[src/rtl/fft_arith_pkg.sv]
// fft_arith_pkg: shared widths, pipeline depth and saturation helpers for the FFT datapath.
// Width helpers are functions because the datapath widths follow each block's SIZE parameter.
package fft_arith_pkg;

    localparam int MULT_STAGES = 3;

    function automatic int mag_w(input int size);
        return size;
    endfunction

    function automatic int prod_w(input int size);
        return 2 * size;
    endfunction

    // A negative result can reach one count further than a positive one.
    function automatic logic [63:0] sat_limit(input logic neg, input int size);
        return neg ? (64'd1 << (size - 1)) : (64'd1 << (size - 1)) - 64'd1;
    endfunction

    function automatic logic [63:0] round_half(input int frac);
        return 64'd1 << (frac - 1);
    endfunction

endpackage

[src/rtl/sign_mag_mult_pipe_mag_split.sv]
// mag_split: combinational split of a two's-complement value into unsigned magnitude and sign.
// The most negative input maps to magnitude 2^(SIZE-1), which still fits in SIZE unsigned bits.
module mag_split #(
    parameter int SIZE = 8
) (
    input  logic [SIZE-1:0] x,
    output logic [SIZE-1:0] mag,
    output logic            neg
);

    assign neg = x[SIZE-1];
    assign mag = neg ? -x : x;

endmodule

[src/rtl/sign_mag_mult_pipe.sv]
// sign_mag_mult_pipe: 3-stage sign/magnitude multiplier with saturation and valid/ready handshake.
// Define SIGN_MAG_ROUND_EN to round half away from zero instead of truncating the magnitude.
module sign_mag_mult_pipe
    import fft_arith_pkg::*;
#(
    parameter int SIZE = 8,
    parameter int FRAC = 7
) (
    input  logic            clk,
    input  logic            rst_n,
    input  logic            in_valid,
    output logic            in_ready,
    input  logic [SIZE-1:0] in_a,
    input  logic [SIZE-1:0] in_b,
    output logic            out_valid,
    input  logic            out_ready,
    output logic [SIZE-1:0] out_data,
    output logic            out_sat
);

    localparam int MW = mag_w(SIZE);
    localparam int PW = prod_w(SIZE);

    logic [MW-1:0] ma, mb, mag_a, mag_b;
    logic          na, nb, s1, s2;
    logic          v1, v2, v3, ld1, ld2, ld3;
    logic [PW-1:0] p, m_raw, lim, m;
    logic [SIZE-1:0] res;
    logic          sat;

    mag_split #(.SIZE(SIZE)) u_split_a (.x(in_a), .mag(ma), .neg(na));
    mag_split #(.SIZE(SIZE)) u_split_b (.x(in_b), .mag(mb), .neg(nb));

    // Each stage loads when empty or when its successor moves on, so bubbles collapse.
    assign ld3       = !v3 || out_ready;
    assign ld2       = !v2 || ld3;
    assign ld1       = !v1 || ld2;
    assign in_ready  = ld1;
    assign out_valid = v3;

`ifdef SIGN_MAG_ROUND_EN
    assign m_raw = (p + PW'(round_half(FRAC))) >> FRAC;
`else
    assign m_raw = p >> FRAC;
`endif
    assign lim = PW'(sat_limit(s2, SIZE));
    assign sat = m_raw > lim;
    assign m   = sat ? lim : m_raw;
    assign res = SIZE'(s2 ? -m : m);

    always_ff @(posedge clk or negedge rst_n) begin
        if (!rst_n) begin
            v1       <= 1'b0;
            v2       <= 1'b0;
            v3       <= 1'b0;
            mag_a    <= '0;
            mag_b    <= '0;
            s1       <= 1'b0;
            s2       <= 1'b0;
            p        <= '0;
            out_data <= '0;
            out_sat  <= 1'b0;
        end else begin
            if (ld1) v1 <= in_valid;
            if (ld1 && in_valid) begin
                mag_a <= ma;
                mag_b <= mb;
                s1    <= na ^ nb;
            end
            if (ld2) v2 <= v1;
            if (ld2 && v1) begin
                p  <= PW'(mag_a) * PW'(mag_b);
                s2 <= s1;
            end
            if (ld3) v3 <= v2;
            if (ld3 && v2) begin
                out_data <= res;
                out_sat  <= sat;
            end
        end
    end

endmodule

[config.mk]
export PLATFORM = sky130hd
export DESIGN_NAME = sign_mag_mult_pipe
export DESIGN_NICKNAME = d
export VERILOG_FILES = /design/src/rtl/fft_arith_pkg.sv /design/src/rtl/sign_mag_mult_pipe_mag_split.sv /design/src/rtl/sign_mag_mult_pipe.sv
export SDC_FILE = /design/constraint.sdc
export NUM_CORES = 1
export LEC_CHECK = 0
export BUFFER_PORTS_ARGS = -buffer_cell sky130_fd_sc_hd__buf_2
export CORE_AREA = 2 2 143 103
export CTS_BUF_LIST = sky130_fd_sc_hd__clkbuf_2
export DETAILED_ROUTE_END_ITERATION = 10
export DIE_AREA = 0 0 145 105
export HOLD_SLACK_MARGIN = 0.03
export SYNTH_ARGS = -nofsm -noshare
export SYNTH_HDL_FRONTEND = slang
export SYNTH_SLANG_ARGS = --single-unit
[constraint.sdc]
create_clock -name clk -period 4.2 [get_ports clk]
set_input_delay 0.42 -clock clk [delete_from_list [all_inputs] [get_ports clk]]
set_output_delay 0.42 -clock clk [all_outputs]
set_load 0.01 [all_outputs]
* Yosys cells after proc, flatten, opt, wreduce, memory -nomap -nowiden
Cells that the tools add are included. W data, S select, Z words.
Cells by class: multiplexer cells 5, reduce and logical (&&, ||, !) cells 9, add/subtract/negate cells 3, order comparisons 1, $mul 1, bitwise logic cells 1
Operators by type and width (number):
- $mux W8 | 5
- $neg A8 Y8 | 3
- $mul A8 B8 Y16 | 1
- $gt A9 B8 Y1 | 1
- $logic_and A1 B1 Y1 | 3
- $logic_not A1 Y1 | 3
- $logic_or A1 B1 Y1 | 3
- $xor A1 B1 Y1 | 1
Storage, ports and cells: register bits 46, output and inout port bits 11, input port bits 20, logic and storage cells 30

* Longest topological paths before layout
Gate-level depths: netlist (run 1).
word-level depth 5, depth in mapped cells 17, gate-level depth less buffers 16

* By module
Synthesis (run 1) repeated with hierarchy kept, for this count alone.
Second synthesis, totals: cells, all modules 435, area total of the unflattened synthesis 4095.2 µm²
Modules (own cells, without submodules):
- sign_mag_mult_pipe | sequential area each 975.9 µm², area each 3787.4 µm², cells each 391, instances 1
- mag_split | sequential area each 0.0 µm², area each 153.9 µm², cells each 22, instances 2

* Worst setup path before layout (run 1)
Ideal clock, no wire load.
path type register to register, from register mag_b[7], to register p[12], buffers on the path 1, stages on the path, launching flop included 17, library setup time 104 ps, period minus slack after synthesis 4643 ps, slack -443 ps, required time 4096 ps, arrival 4539 ps, cells stage by stage dfrtp_1 > clkbuf_1 > nand2_1 > fa_1 > fa_1 > inv_1 > fa_1 > inv_1 > fa_1 > inv_1 > ha_1 > or2_1 > o22a_1 > a311o_2 > a31o_4 > a2111o_1 > o311ai_1
On the way: word-level cells in the longest chain between the ends 1
RTL lines:
- from (decl) | RTL line sign_mag_mult_pipe.sv:24 | logic [MW-1:0] ma, mb, mag_a, mag_b;
- from (signal assigned) | RTL line sign_mag_mult_pipe.sv:67 | mag_b <= mb;
- $mul A8 B8 Y16 | RTL line sign_mag_mult_pipe.sv:72 | p <= PW'(mag_a) * PW'(mag_b);
- to (signal assigned) | RTL line sign_mag_mult_pipe.sv:72
- to (decl) | RTL line sign_mag_mult_pipe.sv:27 | logic [PW-1:0] p, m_raw, lim, m;
Every way passes these cells. A chain may end at the register's enable or synchronous reset.

* Worst setup path in the final report (run 1)
from register mag_b[2], to register p[12]
The elaborated chain is that of the path after synthesis.

==> impl_metrics.toml, run 1 <==
[status]
status = "finished with violations"
violations = "negative setup slack"

[drt]
drc = 0
first_pass_iters = 4
num_vias = 3248
avgRoutedWirePerCell_um = 12.6
drt_wl_total_um = 8890
antenna_violating_nets_post_route = 0
vias_per_cell = 4.61
drtIter0Drc = 121

[worst_setup_path]
r2r_setup_slack_ps = -240
critical_path_class = "flip-flop to flip-flop"
critical_path.startpoint_type = "flip-flop"
crit_path_cell_trace = "and2_4 -> fa_2 -> fa_1 -> inv_1 -> fa_1 -> inv_1 -> fa_1 -> ha_2 -> o21a_1 -> o22a_1 -> a311o_2 -> a31o_4 -> a2111o_1 -> o311ai_1"
path_max_fanout = 6
end_kind = "flip-flop"
crit_top_cell = "fa_1"
cpPeakStageDelay_ps = 540
cp_data_arrival_time_ps = 4750
crit_path_top_delay_cell = "fa_1"
worstPathRequired_ps = 4510

[finish]
drive_above_1_share_pct = 19.5
area_growth_pct = 17.7
layout.nets = 612
final_cell_area_sq_um = 4800
fillers = 1430
num_antenna_cells = 0

[synthesis]
synth-edff-count = 0
seq_area_frac_synth_pct = 23.9
synthesis.nets = 556
yosysUniqueCellTypes = 48
avgSynthCellArea_sq_um = 8.93
yosys_warnings = 0
async_flop_share_pct = 100
synth_area_sq_um = 4080
synth_flop_cell = "dfrtp_1"
synth_cells = 457
ys_seq_elements = 39

[clocking]
clock_latency_ps = 400
htreeDepth = 2
cts.sinks = 39
clkTransAtPathRegs_ps = 220
cts_root_buf = "clkbuf_2"
cts-buffers-inserted = 5
ctsHoldBuffers = 0
cts_tree = "done"
cts.path.max_buffers = 2

[timing]
rsz0062_at_grt = "true"
finalCritPeriodShare_pct = 106
final_hold_viol_count = 0
period_minus_slack_ps = 4440
setup-violations-final = 6
worst_pin_slew_ps = 952
timing.hold.ws_ps = 112
fin_tns_setup_ps = -875
worst_slack_ps = -237
fmax_mhz = 225
maxSlewViolCount = 0
relSlewSlack_pct = 36.3
fin_skew_ps = 17.4

[run]
maxCapViolCount = 0

[global_route]
grt_antenna_before_repair = 0
met2_usage_pct = 19.3
gr-usage-met1_pct = 18.0
grt.total_usage_pct = 12.2
gr-usage-met3_pct = 1.27
grt_pass1_vias = 3301
grt_busiest_layer = "met2"
grt_overflow_total = 0
grt_max_degree = 40
grt_pass1_wl_um = 15600

[power]
seqPwrFrac_pct = 27.9
power_density_nw_per_um2 = 441
clockPowerShare_pct = 8.2
ir_drop_mv = 0.145
p_comb_share_pct = 63.9
power_switching_uw = 948
power.internal_mw = 1.17
leakage_nw = 2.42
switching_share_pct = 44.8

[die]
die_area_sq_um = 15200
boundaryPins = 31
core_area_sq_um = 13700
rows = 36
die_w_um = 145
initial_core_util_pct = 29.7
die_h_um = 105

[place]
gp_congestion = 0.855
dpl-instance-area_sq_um = 4670
dp_hpwl_um = 7230
io_buffer_count = 30

[worst_hold_path]
hold_path.class = "input pin to async pin"
critical path: cells and delay by family, from the launching register on:
kind                       cells  cell delay [ps]
DFF                            1              500
AOI/OAI and AO/OA              6             1450
and+or+nand+nor                1              160
buffers and inverters          2              100
adders and majority gates      5             2150
metrics by stage:
step	cells	util [%]	worst slack [ps]	power (mW)
floorplan	457	-	-140	1.46
CTS	702	34.7	-210	2.10
detailed placement	692	34.0	-355	1.85
finish	704	35.0	-237	2.12
global route	704	35.0	-428	2.39
global placement	692	34.0	-248	1.82
Yosys cell counts, types with 2 or more instances:
library cell  count  share of area, %
a2111o_1          2              0.55
a21boi_0          2              0.37
a21o_1            6               1.1
a21oi_1          11               1.3
a22oi_1           2              0.37
a31oi_1           4              0.61
and2_1           48               7.4
clkbuf_1         13               1.2
dfrtp_1          39                24
fa_1             35                17
ha_1             44                13
inv_1            50               4.6
mux2i_1           4              0.98
nand2_1          67               6.2
nand2b_1          7               1.1
nand3_1           8              0.98
nand4_1           2              0.31
nand4b_1          2              0.43
nor2_1           15               1.4
nor2b_1           4              0.61
nor3_1            5              0.61
nor3b_1           3              0.55
o2111ai_1         2              0.43
o21a_1            2              0.37
o21ai_0          30               3.7
o2bb2ai_1         2              0.43
o311ai_0          3              0.64
o311ai_1          2              0.43
o31ai_1           5              0.92
or2b_2            2              0.43
or3_1             3              0.46
xnor2_1           4              0.86
xor2_1           14               3.0
layout by cell type, fill, tap and decap left out, types with 2 or more instances in the layout:
cell type and instances:
a21boi_0 2, a21oi_1 11, buf_2 30, o311ai_1 4, fa_1 33, and2_1 44
dfrtp_2 8, nand3_1 8, nor3b_1 3, o31ai_1 5, nor2b_1 4, clkbuf_2 6
xnor2_1 3, fa_2 2, o21ai_0 30, nor3_1 5, a31oi_1 3, nor2_1 15
or3_1 3, o21a_1 2, a2111o_1 2, or2b_2 2, buf_4 31, xor2_1 14
o2bb2ai_1 2, buf_6 2, inv_1 49, o2111ai_1 2, nand4b_1 2, a22oi_1 2
nand2_1 64, and2_4 4, mux2i_1 4, ha_4 2, nand4_1 2, a21o_1 6
ha_1 41, nand2_2 2, dfrtp_1 31, nand2b_1 7
metal layers:
| layer | up-vias | part of all wire (%) | wire (um) |
|---|---|---|---|
| li1 | 1633 | - | - |
| met1 | 1570 | 51 | 4540 |
| met3 | 6 | 2.6 | 230 |
| met4 | 0 | 0.98 | 87 |
| met2 | 39 | 45 | 4030 |
| met5 | - | 0 | 0 |
path summary, 6_finish.rpt:
check / to / depth (start not counted) / startpoint
hold / removal: out_data[5] / 1 / rst_n
setup / recovery: p[12] / 14 / mag_b[2]
hold reg to reg: out_data[1] / 1 / out_data[1]
max in group asynchronous: mag_a[0] / 1 / rst_n
setup reg to reg: p[12] / 14 / mag_b[2]
min in group clk: v1 / 2 / in_valid
power by group through the flow:
| stage | Clock [mW] | Combinational [mW] | Sequential (mW) |
|---|---|---|---|
| 2_1_floorplan | 0 | 0.887 | 0.575 |
| 3_3_place_gp | 0 | 1.23 | 0.589 |
| 3_5_place_dp | 0 | 1.26 | 0.595 |
| 4_1_cts | 0.183 | 1.33 | 0.590 |
| 5_1_grt | 0.201 | 1.58 | 0.608 |
| 6_report | 0.174 | 1.35 | 0.590 |
cell families (layout without fill, tap and decap cells):
| group | Yosys count | count (layout) | synth area share (%) |
|---|---|---|---|
| DFF | 39 | 39 | 23.9 |
| AOI/OAI and AO/OA | 82 | 82 | 13.3 |
| and+or+nand+nor | 171 | 171 | 21.2 |
| muxes | 4 | 4 | 0.981 |
| buffers and inverters | 64 | 121 | 6.07 |
| xor gates and xnor gates | 18 | 18 | 3.86 |
| adders and majority gates | 79 | 79 | 30.7 |
sequential cells by signal (all words and copies together) (netlist names):
| name | count |
|---|---|
| mag_a | 8 |
| mag_b | 8 |
| out_data | 8 |
| out_sat | 1 |
| out_valid | 1 |
| p | 9 |
| s1 | 1 |
| s2 | 1 |
| v1 | 1 |
| v2 | 1 |
repair_timing:
item,4_1_cts,5_1_grt
setup buffers,2,2
pin swaps,13,4
gates resized for setup,15,5
setup endpoints to repair,5,6
cell type report:
cell class                 instances  area (sq um)  share of cell area, %
inverter                          50           188                   3.91
sequential                        39           986                   20.5
clock buffer                       6          30.0                  0.625
tap                              190           238                   4.95
multi-input combinational        354          2940                   61.3
timing repair buffer              63           405                   8.44
clock inverter                     2          12.5                  0.261
Power figures use the tool's default switching activity.
==> inputs of run 2 (changes only) <==
--- a/config.mk
+++ b/config.mk
@@ -6,11 +6,14 @@
 export NUM_CORES = 1
 export LEC_CHECK = 0
 export BUFFER_PORTS_ARGS = -buffer_cell sky130_fd_sc_hd__buf_2
+export CELL_PAD_IN_SITES_DETAIL_PLACEMENT = 0
+export CELL_PAD_IN_SITES_GLOBAL_PLACEMENT = 2
 export CORE_AREA = 2 2 143 103
 export CTS_BUF_LIST = sky130_fd_sc_hd__clkbuf_2
 export DETAILED_ROUTE_END_ITERATION = 10
 export DIE_AREA = 0 0 145 105
 export HOLD_SLACK_MARGIN = 0.03
+export PLACE_DENSITY_LB_ADDON = 0.1
 export SYNTH_ARGS = -nofsm -noshare
 export SYNTH_HDL_FRONTEND = slang
 export SYNTH_SLANG_ARGS = --single-unit
==> impl_metrics.toml, run 2 (same netlist as run 1, synthesis figures left out) <==
[status]
status = "finished with violations"
violations = "negative setup slack"

[drt]
avgRoutedWirePerCell_um = 13.9
num_vias = 3261
antenna_violating_nets_post_route = 0
first_pass_iters = 5
drtIter0Drc = 151
drc = 0
drt_wl_total_um = 9960
vias_per_cell = 4.56

[timing]
worst_pin_slew_ps = 988
relSlewSlack_pct = 34.1
final_hold_viol_count = 0
worst_slack_ps = -204
fin_skew_ps = 32.0
maxSlewViolCount = 0
fin_tns_setup_ps = -683
period_minus_slack_ps = 4400
finalCritPeriodShare_pct = 105
fmax_mhz = 227
setup-violations-final = 5
rsz0062_at_grt = "true"

[worst_setup_path]
rr_startpoint = "mag_a[3]"
worstSetupEndpoint = "p[14]"
path_max_fanout = 6
worstPathRequired_ps = 4550
r2r_setup_slack_ps = -200
critical_path_class = "flip-flop to flip-flop"
cp_data_arrival_time_ps = 4760
critical_path.startpoint_type = "flip-flop"
cp-startpoint = "mag_a[3]"
end_kind = "flip-flop"
rr_worst_depth = 14
reg2reg_to = "p[14]"

[place]
dpl_worst_slack_ps = -355
gp_congestion = 0.761
dp_hpwl_um = 8190
io_buffer_count = 30

[die]
core_area_sq_um = 13700
die_w_um = 145
rows = 36
die_h_um = 105
initial_core_util_pct = 29.7
die_area_sq_um = 15200
boundaryPins = 31

[power]
ir_drop_mv = 0.191
leakage_nw = 2.47
power_density_nw_per_um2 = 447

[clocking]
cts-buffers-inserted = 5
cts_tree = "done"
cts.path.max_buffers = 2
clock_latency_ps = 430
clkTransAtPathRegs_ps = 250
htreeDepth = 2
cts.sinks = 39
cts_root_buf = "clkbuf_2"

[finish]
drive_above_1_share_pct = 21.0
area_growth_pct = 19.1
final_cell_mix = "nand2_1, inv_1, and2_1"
layout_commonest_cell = "nand2_1"
layout.nets = 623
max_flop_register = "p"
num_antenna_cells = 0
largest_register_ffs = 9
fillers = 1456

[global_route]
grt_overflow_total = 0
grt.total_usage_pct = 13.9
grt_max_degree = 40
grt_antenna_before_repair = 0
grt_pass1_vias = 3232
grt_pass1_wl_um = 17000

[run]
maxCapViolCount = 0

[worst_hold_path]
hold_path.class = "input pin to async pin"
-- run 2: cell count changes in the layout (fill, tap and decap cells not counted), sizes merged --
cell	change
buf	+11
clkbuf	-1
clkinv	+1
clkinvlp	-1
inv	+1
-- run 2: layer usage --
layer  up-vias  GRT usage, %  share of wire, %
met5         -             0                 0
li1       1660             -                 -
met2        34          18.4                39
met4         0          2.55              0.78
met1      1559          22.8                57
met3         8          2.49               2.9
-- run 2: power breakdown --
group | switching, mW | internal, mW
Clock | 0.147 | 0.0406
Sequential | 0.113 | 0.470
Combinational | 0.711 | 0.693
Total | 0.970 | 1.20
-- run 2: layout make-up --
cell class | instances | area, sq um | share of cell area [%]
multi-input combinational | 354 | 2920 | 60.0
sequential | 39 | 988 | 20.3
timing repair buffer | 74 | 488 | 10.0
tap | 190 | 238 | 4.89
inverter | 50 | 188 | 3.86
clock buffer | 5 | 25.0 | 0.515
clock inverter | 3 | 17.5 | 0.360
-- run 2: worst min path at each step --
| stage | cells after the start | slack, ps | start | endpoint |
|---|---|---|---|---|
| floorplan | 0 | 120 | rst_n | mag_a[0] |
| global placement | 1 | 460 | out_data[1] | out_data[1] |
| detailed placement | 2 | 470 | out_data[3] | out_data[3] |
| CTS | 1 | 100 | rst_n | out_valid |
| global route | 2 | 100 | in_valid | v1 |
| finish | 1 | 110 | rst_n | out_valid |
-- run 2: through the flow --
stage	instance area, sq um	hold WS [ps]	total power, mW	util, %	instances
finish	4860	109	2.17	35.4	715
floorplan	4150	124	1.46	-	457
global route	4860	104	2.46	35.4	715
global placement	4730	457	1.94	34.5	701
detailed placement	4730	469	1.95	34.5	701
CTS	4840	97.9	2.19	35.2	713
-- run 2: worst max-delay path: stages, from the launching register on --
cell and delay, ps:
dfrtp_2 500, and2_4 180, fa_2 390, fa_1 530, inv_1 50, fa_1 470
inv_1 50, fa_1 480, ha_2 260, o21a_1 120, o22a_1 220, a311o_2 350
a31o_4 260, o31a_1 270, o311ai_2 260
-- run 2: what timing repair did --
item | CTS | global route
endpoints found under the setup margin | 5 | 6
pin swaps | 4 | 6
hold buffers | 0 | 0
buffers inserted | 4 | 3
gates resized for setup | 15 | 5
==> inputs of run 3 (changes only) <==
--- a/config.mk
+++ b/config.mk
@@ -6,8 +6,8 @@
 export NUM_CORES = 1
 export LEC_CHECK = 0
 export BUFFER_PORTS_ARGS = -buffer_cell sky130_fd_sc_hd__buf_2
-export CELL_PAD_IN_SITES_DETAIL_PLACEMENT = 0
-export CELL_PAD_IN_SITES_GLOBAL_PLACEMENT = 2
+export CELL_PAD_IN_SITES_DETAIL_PLACEMENT = 1
+export CELL_PAD_IN_SITES_GLOBAL_PLACEMENT = 1
 export CORE_AREA = 2 2 143 103
 export CTS_BUF_LIST = sky130_fd_sc_hd__clkbuf_2
 export DETAILED_ROUTE_END_ITERATION = 10
==> impl_metrics.toml, run 3 (same netlist as run 1, synthesis figures left out) <==
[power]
power_switching_mw = 1.01
power.internal_mw = 1.23
clockPowerShare_pct = 8.5
seqPwrFrac_pct = 26.5
p_comb_share_pct = 65.0
power_density_nw_per_um2 = 454
leakage_nw = 2.49
switching_share_pct = 45.2
ir_drop_mv = 0.140

[run]
maxCapViolCount = 0

[timing]
final_hold_viol_count = 0
rsz0062_at_grt = "true"
period_minus_slack_ps = 4420
setup-violations-final = 5
finalCritPeriodShare_pct = 105
worst_slack_ps = -223
fin_skew_ps = 38.3
worst_pin_slew_ps = 971
fmax_mhz = 226
fin_tns_setup_ps = -934
maxSlewViolCount = 0
relSlewSlack_pct = 35.2

[drt]
avgRoutedWirePerCell_um = 14.9
drtIter0Drc = 104
vias_per_cell = 4.68
first_pass_iters = 4
antenna_violating_nets_post_route = 0
drc = 0
drt_wl_total_um = 10700
num_vias = 3368

[place]
dpl-instance-area_sq_um = 4710
io_buffer_count = 30
dp_hpwl_um = 8670
gp_congestion = 0.769

[finish]
final_cell_area_sq_um = 4920
largest_register_ffs = 9
max_flop_register = "p"
drive_above_1_share_pct = 22.1
layout.nets = 627
layout_commonest_cell = "nand2_1"
final_cell_mix = "nand2_1, inv_1, buf_4"
area_growth_pct = 20.6
num_antenna_cells = 0

[worst_setup_path]
critical_path.startpoint_type = "flip-flop"
worstPathRequired_ps = 4550
end_kind = "flip-flop"
cp_data_arrival_time_ps = 4770
rr_worst_depth = 14
path_max_fanout = 6
critical_path_class = "flip-flop to flip-flop"

[status]
status = "finished with violations"
violations = "negative setup slack"

[die]
die_w_um = 145
initial_core_util_pct = 29.7
die_area_sq_um = 15200
boundaryPins = 31
core_area_sq_um = 13700
rows = 36
die_h_um = 105

[clocking]
cts_root_buf = "clkbuf_2"
cts.sinks = 39
cts_tree = "done"
clkTransAtPathRegs_ps = 260
cts.path.max_buffers = 2
htreeDepth = 2
clock_latency_ps = 440
cts-buffers-inserted = 5

[worst_hold_path]
hold_path.class = "input pin to async pin"

[global_route]
grt_pass1_wl_um = 18000
grt_overflow_total = 0
grt_max_degree = 40
grt.total_usage_pct = 14.7
grt_antenna_before_repair = 0
grt_pass1_vias = 3524
## run 3: cell types whose count changed in the layout (fill, tap and decap cells not counted), sizes merged
cell  before  now
buf       74   78
## run 3: worst max-delay path: stages (launching register included)
cell,delay [ps]
dfrtp_2,510
buf_4,150
buf_4,130
and2_1,140
fa_1,500
fa_1,430
fa_1,500
inv_1,60
fa_1,520
inv_1,40
ha_1,210
a311o_2,390
a31o_4,260
o31a_1,260
o311ai_1,230
## run 3: power by group through the flow
stage / clock network, mW / registers (mW) / logic, mW
2_1_floorplan: 0 / 0.575 / 0.887
3_3_place_gp: 0 / 0.597 / 1.33
3_5_place_dp: 0 / 0.601 / 1.36
4_1_cts: 0.207 / 0.594 / 1.45
5_1_grt: 0.216 / 0.613 / 1.68
6_report: 0.190 / 0.592 / 1.45
## run 3: path summary, 6_finish.rpt
path                             start     endpoint  slack, ps
setup / recovery              mag_a[4]        p[14]       -220
hold / removal                   rst_n  out_data[7]         90
setup reg to reg              mag_a[4]        p[14]       -220
hold reg to reg            out_data[1]  out_data[1]        510
max in group asynchronous        rst_n     mag_a[1]       3410
min in group clk              in_valid           v1        170
## run 3: stage by stage
| step | setup slack, ps | util [%] | hold slack (ps) | total power [mW] | instances |
|---|---|---|---|---|---|
| after floorplan | -140 | - | 124 | 1.46 | 457 |
| after global placement | -352 | 34.3 | 453 | 1.93 | 698 |
| after detailed placement | -381 | 34.3 | 467 | 1.96 | 698 |
| after CTS | -183 | 35.6 | 90.3 | 2.25 | 718 |
| after global routing | -388 | 35.8 | 99.2 | 2.50 | 719 |
| final | -223 | 35.8 | 94.1 | 2.23 | 719 |
## run 3: area by class of cell
class                           instances  area, sq um
Inverter                               50          188
Clock buffer                            5         25.0
Fill cell                            1638         8820
Sequential cell                        39          985
Multi-Input combinational cell        354         2950
Tap cell                              190          238
Timing Repair Buffer                   78          522
Clock inverter                          3         17.5
## run 3: what timing repair did
| item | 4_1_cts | 5_1_grt |
|---|---|---|
| hold buffers | 0 | 0 |
| pin swaps | 18 | 2 |
| setup endpoints to repair | 6 | 6 |
| buffers inserted | 12 | 1 |
| resized for setup | 18 | 6 |
## run 3: per-layer routing
layer	vias to the layer above	global-route usage, %	share of wire (%)
met2	21	20.1	39
met3	8	2.27	2.0
met5	-	0	0
li1	1663	-	-
met1	1676	23.8	58
met4	0	2.97	0.81
